[config.mk]
export PLATFORM = sky130hd
export DESIGN_NAME = fifo_read_ctrl
export DESIGN_NICKNAME = d
export VERILOG_FILES = /design/src/rtl/fifo_pkg.sv /design/src/rtl/fifo_ptr_cnt.sv /design/src/rtl/fifo_read_ctrl.sv
export SDC_FILE = /design/constraint.sdc
export NUM_CORES = 1
export LEC_CHECK = 0
export ABC_AREA = 1
export ABC_CLOCK_PERIOD_IN_PS = 2360
export BUFFER_PORTS_ARGS = -buffer_cell sky130_fd_sc_hd__buf_2
export CORE_UTILIZATION = 52
export CTS_BUF_LIST = sky130_fd_sc_hd__clkbuf_2
export CTS_CLUSTER_SIZE = 24
export DETAILED_ROUTE_END_ITERATION = 16
export HOLD_SLACK_MARGIN = 0.15
export PLACE_DENSITY = 0.86
export SLEW_MARGIN = 20
export SYNTH_ARGS = -nofsm -noshare
export SYNTH_HDL_FRONTEND = slang
export SYNTH_SLANG_ARGS = --single-unit
[constraint.sdc]
create_clock -name clk -period 2.36 [get_ports clk]
set_input_delay 0.236 -clock clk [delete_from_list [all_inputs] [get_ports clk]]
set_output_delay 0.236 -clock clk [all_outputs]
set_load 0.03 [all_outputs]
[src/rtl/fifo_pkg.sv]
// fifo_pkg
// Shared definitions for the read and write sides of the handshake FIFO.
//
// Contents:
//   fifo_state_e - handshake controller states (IDLE, FETCH, HOLD, POP)
//   ptr_width    - pointer width for a given RAM address width (one extra wrap bit)
//   ptr_empty    - pointer compare that signals an empty buffer
//   ptr_full     - pointer compare that signals a full buffer
//
// The compare helpers take pointers zero-extended to 32 bits so that both
// sides can use them whatever their DEPTH parameter is.

package fifo_pkg;

  typedef enum logic [1:0] {
    IDLE  = 2'd0,
    FETCH = 2'd1,
    HOLD  = 2'd2,
    POP   = 2'd3
  } fifo_state_e;

  // Pointers carry one bit above the RAM address.
  // That bit tells a full buffer apart from an empty one.
  function automatic int ptr_width(input int addr_w);
    return addr_w + 1;
  endfunction

  // Empty: every pointer bit matches, including the wrap bit.
  function automatic logic ptr_empty(input logic [31:0] rd_ptr,
                                     input logic [31:0] wr_ptr);
    return (rd_ptr == wr_ptr);
  endfunction

  // Full: the addresses match and the wrap bits differ.
  // In other words, the two pointers differ only in bit addr_w.
  function automatic logic ptr_full(input logic [31:0] wr_ptr,
                                    input logic [31:0] rd_ptr,
                                    input int          addr_w);
    return ((wr_ptr ^ rd_ptr) == (32'd1 << addr_w));
  endfunction

endpackage

[src/rtl/fifo_ptr_cnt.sv]
// fifo_ptr_cnt
// Pointer counter used by the FIFO controllers. It is PTR_W bits wide and
// wraps naturally at 2^PTR_W. The top bit is the wrap bit, so it toggles
// each time the RAM address rolls over.
//
// Ports:
//   clk    in  1      system clock
//   rst    in  1      synchronous active-high reset, clears the pointer
//   inc_en in  1      advance the pointer by one on this edge
//   ptr    out PTR_W  current pointer value

module fifo_ptr_cnt #(
  parameter int PTR_W = 4
) (
  input  logic             clk,
  input  logic             rst,
  input  logic             inc_en,
  output logic [PTR_W-1:0] ptr
);

  logic [PTR_W-1:0] ptr_q;
  logic [PTR_W-1:0] ptr_d;

  // Next pointer value.
  // Adding one with no carry-out gives the modulo-2^PTR_W wrap we need.
  always_comb begin
    ptr_d = ptr_q;
    if (inc_en) begin
      ptr_d = ptr_q + {{(PTR_W-1){1'b0}}, 1'b1};
    end
  end

  // Pointer register.
  // Reset has priority over increment.
  always_ff @(posedge clk) begin
    if (rst) begin
      ptr_q <= '0;
    end else begin
      ptr_q <= ptr_d;
    end
  end

  assign ptr = ptr_q;

endmodule

[src/rtl/fifo_read_ctrl.sv]
// fifo_read_ctrl
// Read side of the handshake FIFO. This block:
//   - owns the read pointer,
//   - derives empty from the write pointer,
//   - fetches one word from the synchronous-read buffer RAM,
//   - holds that word for the consumer until the consumer releases r_en.
//
// Ports:
//   clk          in  1         system clock
//   rst          in  1         synchronous active-high reset
//   r_en         in  1         consumer read request, held until data is taken
//   wr_ptr       in  ADDR_W+1  write pointer from the write side
//   ram_rd_data  in  WIDTH     RAM read data, one cycle after ram_rd_addr
//   ram_rd_addr  out ADDR_W    RAM read address, low bits of rd_ptr
//   rd_ptr       out ADDR_W+1  read pointer, returned to the write side
//   empty        out 1         rd_ptr == wr_ptr
//   valid        out 1         dout holds a fetched word
//   dout         out WIDTH     registered output data
//   level        out ADDR_W+1  occupancy, registered   (FIFO_RD_LEVEL_EN only)
//   almost_empty out 1         level <= 1, registered  (FIFO_RD_LEVEL_EN only)
//
// Build option: define FIFO_RD_LEVEL_EN to add the level and almost_empty
// outputs.

module fifo_read_ctrl
  import fifo_pkg::*;
#(
  parameter int WIDTH  = 8,
  parameter int DEPTH  = 8,
  parameter int ADDR_W = $clog2(DEPTH)
) (
  input  logic              clk,
  input  logic              rst,
  input  logic              r_en,
  input  logic [ADDR_W:0]   wr_ptr,
  input  logic [WIDTH-1:0]  ram_rd_data,
  output logic [ADDR_W-1:0] ram_rd_addr,
  output logic [ADDR_W:0]   rd_ptr,
  output logic              empty,
`ifdef FIFO_RD_LEVEL_EN
  output logic [ADDR_W:0]   level,
  output logic              almost_empty,
`endif
  output logic              valid,
  output logic [WIDTH-1:0]  dout
);

  localparam int PTR_W = ptr_width(ADDR_W);

  fifo_state_e      state_q;
  logic [WIDTH-1:0] dout_q;
  logic             valid_q;
  logic [PTR_W-1:0] rd_ptr_w;
  logic             empty_w;
  logic             pop_w;

  // The pointer advances only when the word is committed (POP).
  // A word the consumer is still holding therefore cannot be overwritten
  // by the write side.
  assign pop_w = (state_q == POP);

  fifo_ptr_cnt #(
    .PTR_W (PTR_W)
  ) u_rd_ptr (
    .clk    (clk),
    .rst    (rst),
    .inc_en (pop_w),
    .ptr    (rd_ptr_w)
  );

  assign empty_w = ptr_empty(32'(rd_ptr_w), 32'(wr_ptr));

  // Handshake controller and output register.
  // The address is always the current read pointer. By the time a request
  // is accepted, the RAM already has the word in its pipeline. FETCH covers
  // the RAM latency, and the word is captured on the way into HOLD.
  // valid is registered, so no combinational path runs from r_en to any
  // output.
  always_ff @(posedge clk) begin
    if (rst) begin
      state_q <= IDLE;
      dout_q  <= '0;
      valid_q <= 1'b0;
    end else begin
      case (state_q)
        IDLE: begin
          if (r_en && !empty_w) begin
            state_q <= FETCH;
          end
        end
        FETCH: begin
          dout_q  <= ram_rd_data;
          valid_q <= 1'b1;
          state_q <= HOLD;
        end
        HOLD: begin
          if (!r_en) begin
            valid_q <= 1'b0;
            state_q <= POP;
          end
        end
        POP: begin
          state_q <= IDLE;
        end
        default: begin
          valid_q <= 1'b0;
          state_q <= IDLE;
        end
      endcase
    end
  end

`ifdef FIFO_RD_LEVEL_EN
  logic [PTR_W-1:0] level_q;
  logic [PTR_W-1:0] level_d;
  logic             almost_empty_q;
  logic             almost_empty_d;

  // Occupancy from the pointer difference.
  // Modulo arithmetic on the wrap bit keeps the result in 0..DEPTH.
  always_comb begin
    level_d        = wr_ptr - rd_ptr_w;
    almost_empty_d = (level_d <= {{(PTR_W-1){1'b0}}, 1'b1});
  end

  // Registered one cycle behind the pointers.
  // This keeps the level path off the pointer compare timing.
  always_ff @(posedge clk) begin
    if (rst) begin
      level_q        <= '0;
      almost_empty_q <= 1'b1;
    end else begin
      level_q        <= level_d;
      almost_empty_q <= almost_empty_d;
    end
  end

  assign level        = level_q;
  assign almost_empty = almost_empty_q;
`endif

  assign ram_rd_addr = rd_ptr_w[ADDR_W-1:0];
  assign rd_ptr      = rd_ptr_w;
  assign empty       = empty_w;
  assign valid       = valid_q;
  assign dout        = dout_q;

endmodule
Word level (Yosys, flattened, before mapping) --
Cells that the tools add are included.
Operators by class: add/sub/neg operators 1, $mul 0, div/mod/pow operators 0, magnitude comparators 0, equal/unequal tests 6, shift-type cells 0, multiplexer cells 5, bitwise operators 0, reductions and logical operators 6
Operators by type and width (number):
- case mux 2 bit (4 select lines) | 1
- adder 4 x 1 -> 4 bit, second input constant | 1
- equality test 2 bit, second input constant | 2
- equality test 4 bit | 1
- 2-to-1 mux 2 bit | 2
- != test 2 bit, second input constant | 2
- AND reduction 2 bit | 2
- equality test 2 x 1 -> 1 bit, second input constant | 1
- zero test 2 bit | 1
- case mux 1 bit (2 select lines) | 1
- nonzero test 2 bit | 1
- logical AND 1 bit | 1
- zero test 1 bit | 1
- 2-to-1 mux 1 bit | 1
Storage, ports and cells: bits in registers 15, latch bits 0, RAM bits 0, ROM bits 0, input port bits 15, output and inout port bits 17, word-level logic and storage cells 22, memories 0

Logic depth before layout (Yosys ltp) --
word-level depth 5, mapped depth 10, mapped depth without buffers 10

Hierarchy --
Synthesis repeated with hierarchy kept, for this count alone.
Second synthesis, totals: cell total of the unflattened synthesis 113, area total of the unflattened synthesis 764.5 um2
Modules (own cells, without submodules):
- fifo_read_ctrl | times used 1, cells each 90, area an instance 594.3 um2
- fifo_ptr_cnt | times used 1, cells each 23, area an instance 170.2 um2

Least setup slack after synthesis --
No wires, ideal clock.
kind flip-flop to output port, start point reg u_rd_ptr.ptr_q[2] (netlist: u_rd_ptr.ptr[2]), end point out empty, arrival time 1.086 ns, setup slack 1.038 ns, cell stages (with the launch flop) 7, path buffers 0, cell sequence dfxtp_1 -> inv_2 -> nand2_2 -> nand2_1 -> nor2_1 -> nand2_1 -> inv_1
Between the ends: word-level cells in the longest chain between the ends 1
RTL lines:
- start: declaration | line fifo_ptr_cnt.sv:21 | logic [PTR_W-1:0] ptr_q;
- start signal: assignment | line fifo_ptr_cnt.sv:39 | ptr_q <= ptr_d;
- equality test 4 bit | line fifo_pkg.sv:31 | return (rd_ptr == wr_ptr);
- end: declaration | line fifo_read_ctrl.sv:39 | output logic empty,
Every way passes these cells.

Worst setup path in the final report --
Ends and elaborated chain as after synthesis.

==> results.ini <==
[status]
status=finished clean

[route]
routed_via_density=4.812
finalWirelength_um=1645
wl_per_cell_um=10.68
antenna_left=0
vias=741
drcViolationCount=0
first_pass_iters=4
drt_iter0_markers=19

[synth]
synth_top_family_by_area=simple AND/OR/NAND/NOR gates
syn_nets=129
yosysWarningCount=0
netlist_top_cells_area=dfxtp_1 (40%), nor2_1 (12%), ha_1 (10%), nand2_1 (9.5%), o21ai_0 (6.6%)
synthesis.instances=108
synth.largest_area_cell=dfxtp_1
synth-seq-cells=15
synth_fa_ha_area_frac=0.09967
postSynthAreaPerCell_um2=6.974
ys_seq_area_frac=0.3987
synthDistinctLibCells=18
mappedNetlistArea_um2=753.2
synth-simple-area-share=0.2575
synth-compound-area-share=0.1146
muxShareOfSynthArea=0
yosysTopAreaCellShare=0.3987
synthXorXnorAreaFrac=0

[setup_path]
path_buf_inv=3
crit_path_cell_trace=inv_2 > nand2_2 > nand2_1 > nor2_1 > nand2_1 > inv_1 > buf_2
crit_top_cell=nand2_1
worstSetupPathType=reg -> out
rrSetupSlack_ns=1.12
regToRegEndpoint=state_q[1]
r2r.worst_path.cells=9
slowest_delay_ns=0.44
arrival_ns=1.33
cp_top_family=flip-flops
worstSetupStartpointType=register
worst-path-max-fanout=5
end_kind=primary output
cp.required_ns=2.12
r2r-start=u_rd_ptr.ptr[2]
cp_slowest_cell=dfxtp_1

[global_route]
grt_overflow_total=0
grt_pass1_vias=632
grt_use_total=0.2332
antenna_found_initial=0
grt_start_max_net_pins=14
grt_pass1_wl_um=2421

[place]
place.port_buffers=31
gp_congestion=0.6802
post-place-ws_ns=1.111
dpl.hpwl_um=1309
dpl-instance-area_um2=889.6

[clocking]
cts_buffer_depth=2
cts-buffers-inserted=3
clk_pin_slew_ns=0.15
cts_root_buffer=clkbuf_2
clock_sinks=15
clock_latency_ns=0.28
cts_tree=done
post_cts_buffers=0
htree_levels=1

[sta]
hold_ws_ns=0.1673
clock_skew_ns=0.005395
timing.fmax_mhz=637.0
fin_crit_ns=1.570
finalHoldViolations=0
grt_setup_unrepaired=false
worst_slack_ns=0.7902
worst_pin_slew_ns=0.3157
finalMaxSlewViolations=0
final-setup-viol-count=0
period_share=0.6652
fin_tns_setup_ns=0
relSlewSlack=0.7893

[layout]
final_nets=161
antennaDiodeCount=0
syn_to_final_growth_pct=22.09
final_layout_size_suffix_gt1_frac=0.2950
final_area_um2=919.6

[floorplan]
io_pins=32
initial_core_util=0.5717
rows=13
dieHeight_um=40.06
die-area_mm2=0.001605
core-area_mm2=0.001318
die_w_um=40.06

[worst_hold_path]
hold_depth=3
whs_endpoint=dout[2]
hold_path.class=in -> reg
worstHoldStart=ram_rd_data[2]

[power]
pwr_density_cell_mw_per_mm2=1079
p_total_w=0.0009921
ir_drop_uv=602.9
p_leak_nw=0.5273

[run]
max_cap_violations=0

==> worst max path at each step <==
| stage | from | end | depth (start not counted) |
|---|---|---|---|
| after floorplan | u_rd_ptr.ptr[2] | empty | 6 |
| after global placement | u_rd_ptr.ptr[1] | empty | 7 |
| after detailed placement | u_rd_ptr.ptr[2] | empty | 7 |
| after CTS | u_rd_ptr.ptr[2] | empty | 7 |
| after global routing | u_rd_ptr.ptr[2] | empty | 7 |
| final | u_rd_ptr.ptr[2] | empty | 7 |
==> worst min-delay path: stages <==
cell and delay [ns]:
buf_2 0.08, nor2_1 0.04, nor2_1 0.08
==> cell usage after synthesis (all sizes together) <==
cell type	count
a21oi	5
clkinv	1
nand3	1
o21ai	11
dfxtp	15
nor4	1
buf	4
nor3	1
nor2	25
a31oi	1
nand2	21
clkbuf	1
ha	6
inv	15
==> through the flow <==
| step | utilization | cells |
|---|---|---|
| after floorplan | - | 108 |
| after global placement | 0.6752 | 149 |
| after detailed placement | 0.6752 | 149 |
| after CTS | 0.6980 | 154 |
| after global routing | 0.6980 | 154 |
| final | 0.6980 | 154 |
==> placed cells by master, fill, tap and decap left out, types with 2 or more instances in the layout <==
cell       n
inv_2      4
inv_1     11
a21oi_1    5
buf_2     31
o21ai_0   10
ha_1       6
nand2_2    2
clkbuf_2   3
nor2_1    25
dfxtp_1   15
nand2_1   19
==> logic make-up (layout without fill, tap and decap cells) <==
group | count (synthesis) | count (layout)
AOI/OAI and AO/OA | 17 | 17
adders and majority gates | 6 | 6
DFF | 15 | 15
and+or+nand+nor | 49 | 49
buffers and inverters | 21 | 52
==> sequential cells by signal, summed over array words and instances, names as in the netlist <==
register,flops
state_q,2
dout,8
u_rd_ptr.ptr,4
valid,1
==> layer usage <==
layer	share of wire	vias to the layer above	routed length, µm	global-route usage
met4	0.021	0	35	0.1466
li1	-	392	-	-
met2	0.50	30	828	0.4234
met3	0.055	6	91	0.05556
met1	0.42	313	690	0.2347
met5	0	-	0	0
==> layout make-up <==
class / count / area (µm²)
timing repair buffer: 32 / 165.2
clock inverter: 1 / 5.005
sequential: 15 / 300.3
fill: 116 / 397.9
inverter: 16 / 60.06
tap: 15 / 18.77
clock buffer: 3 / 15.01
multi-input combinational: 72 / 355.3
==> what timing repair did <==
item / in CTS / in global routing
hold endpoints to repair: 2 / 0
hold buffers: 1 / 0
gates resized for setup: 0 / 0
==> power breakdown <==
| group | total (W) | switching [W] | internal [W] |
|---|---|---|---|
| clock network | 0.000119 | 0.0000811 | 0.0000383 |
| logic | 0.000484 | 0.000332 | 0.000152 |
| registers | 0.000389 | 0.0000554 | 0.000333 |
No activity file was read; power rests on OpenSTA's default activity.
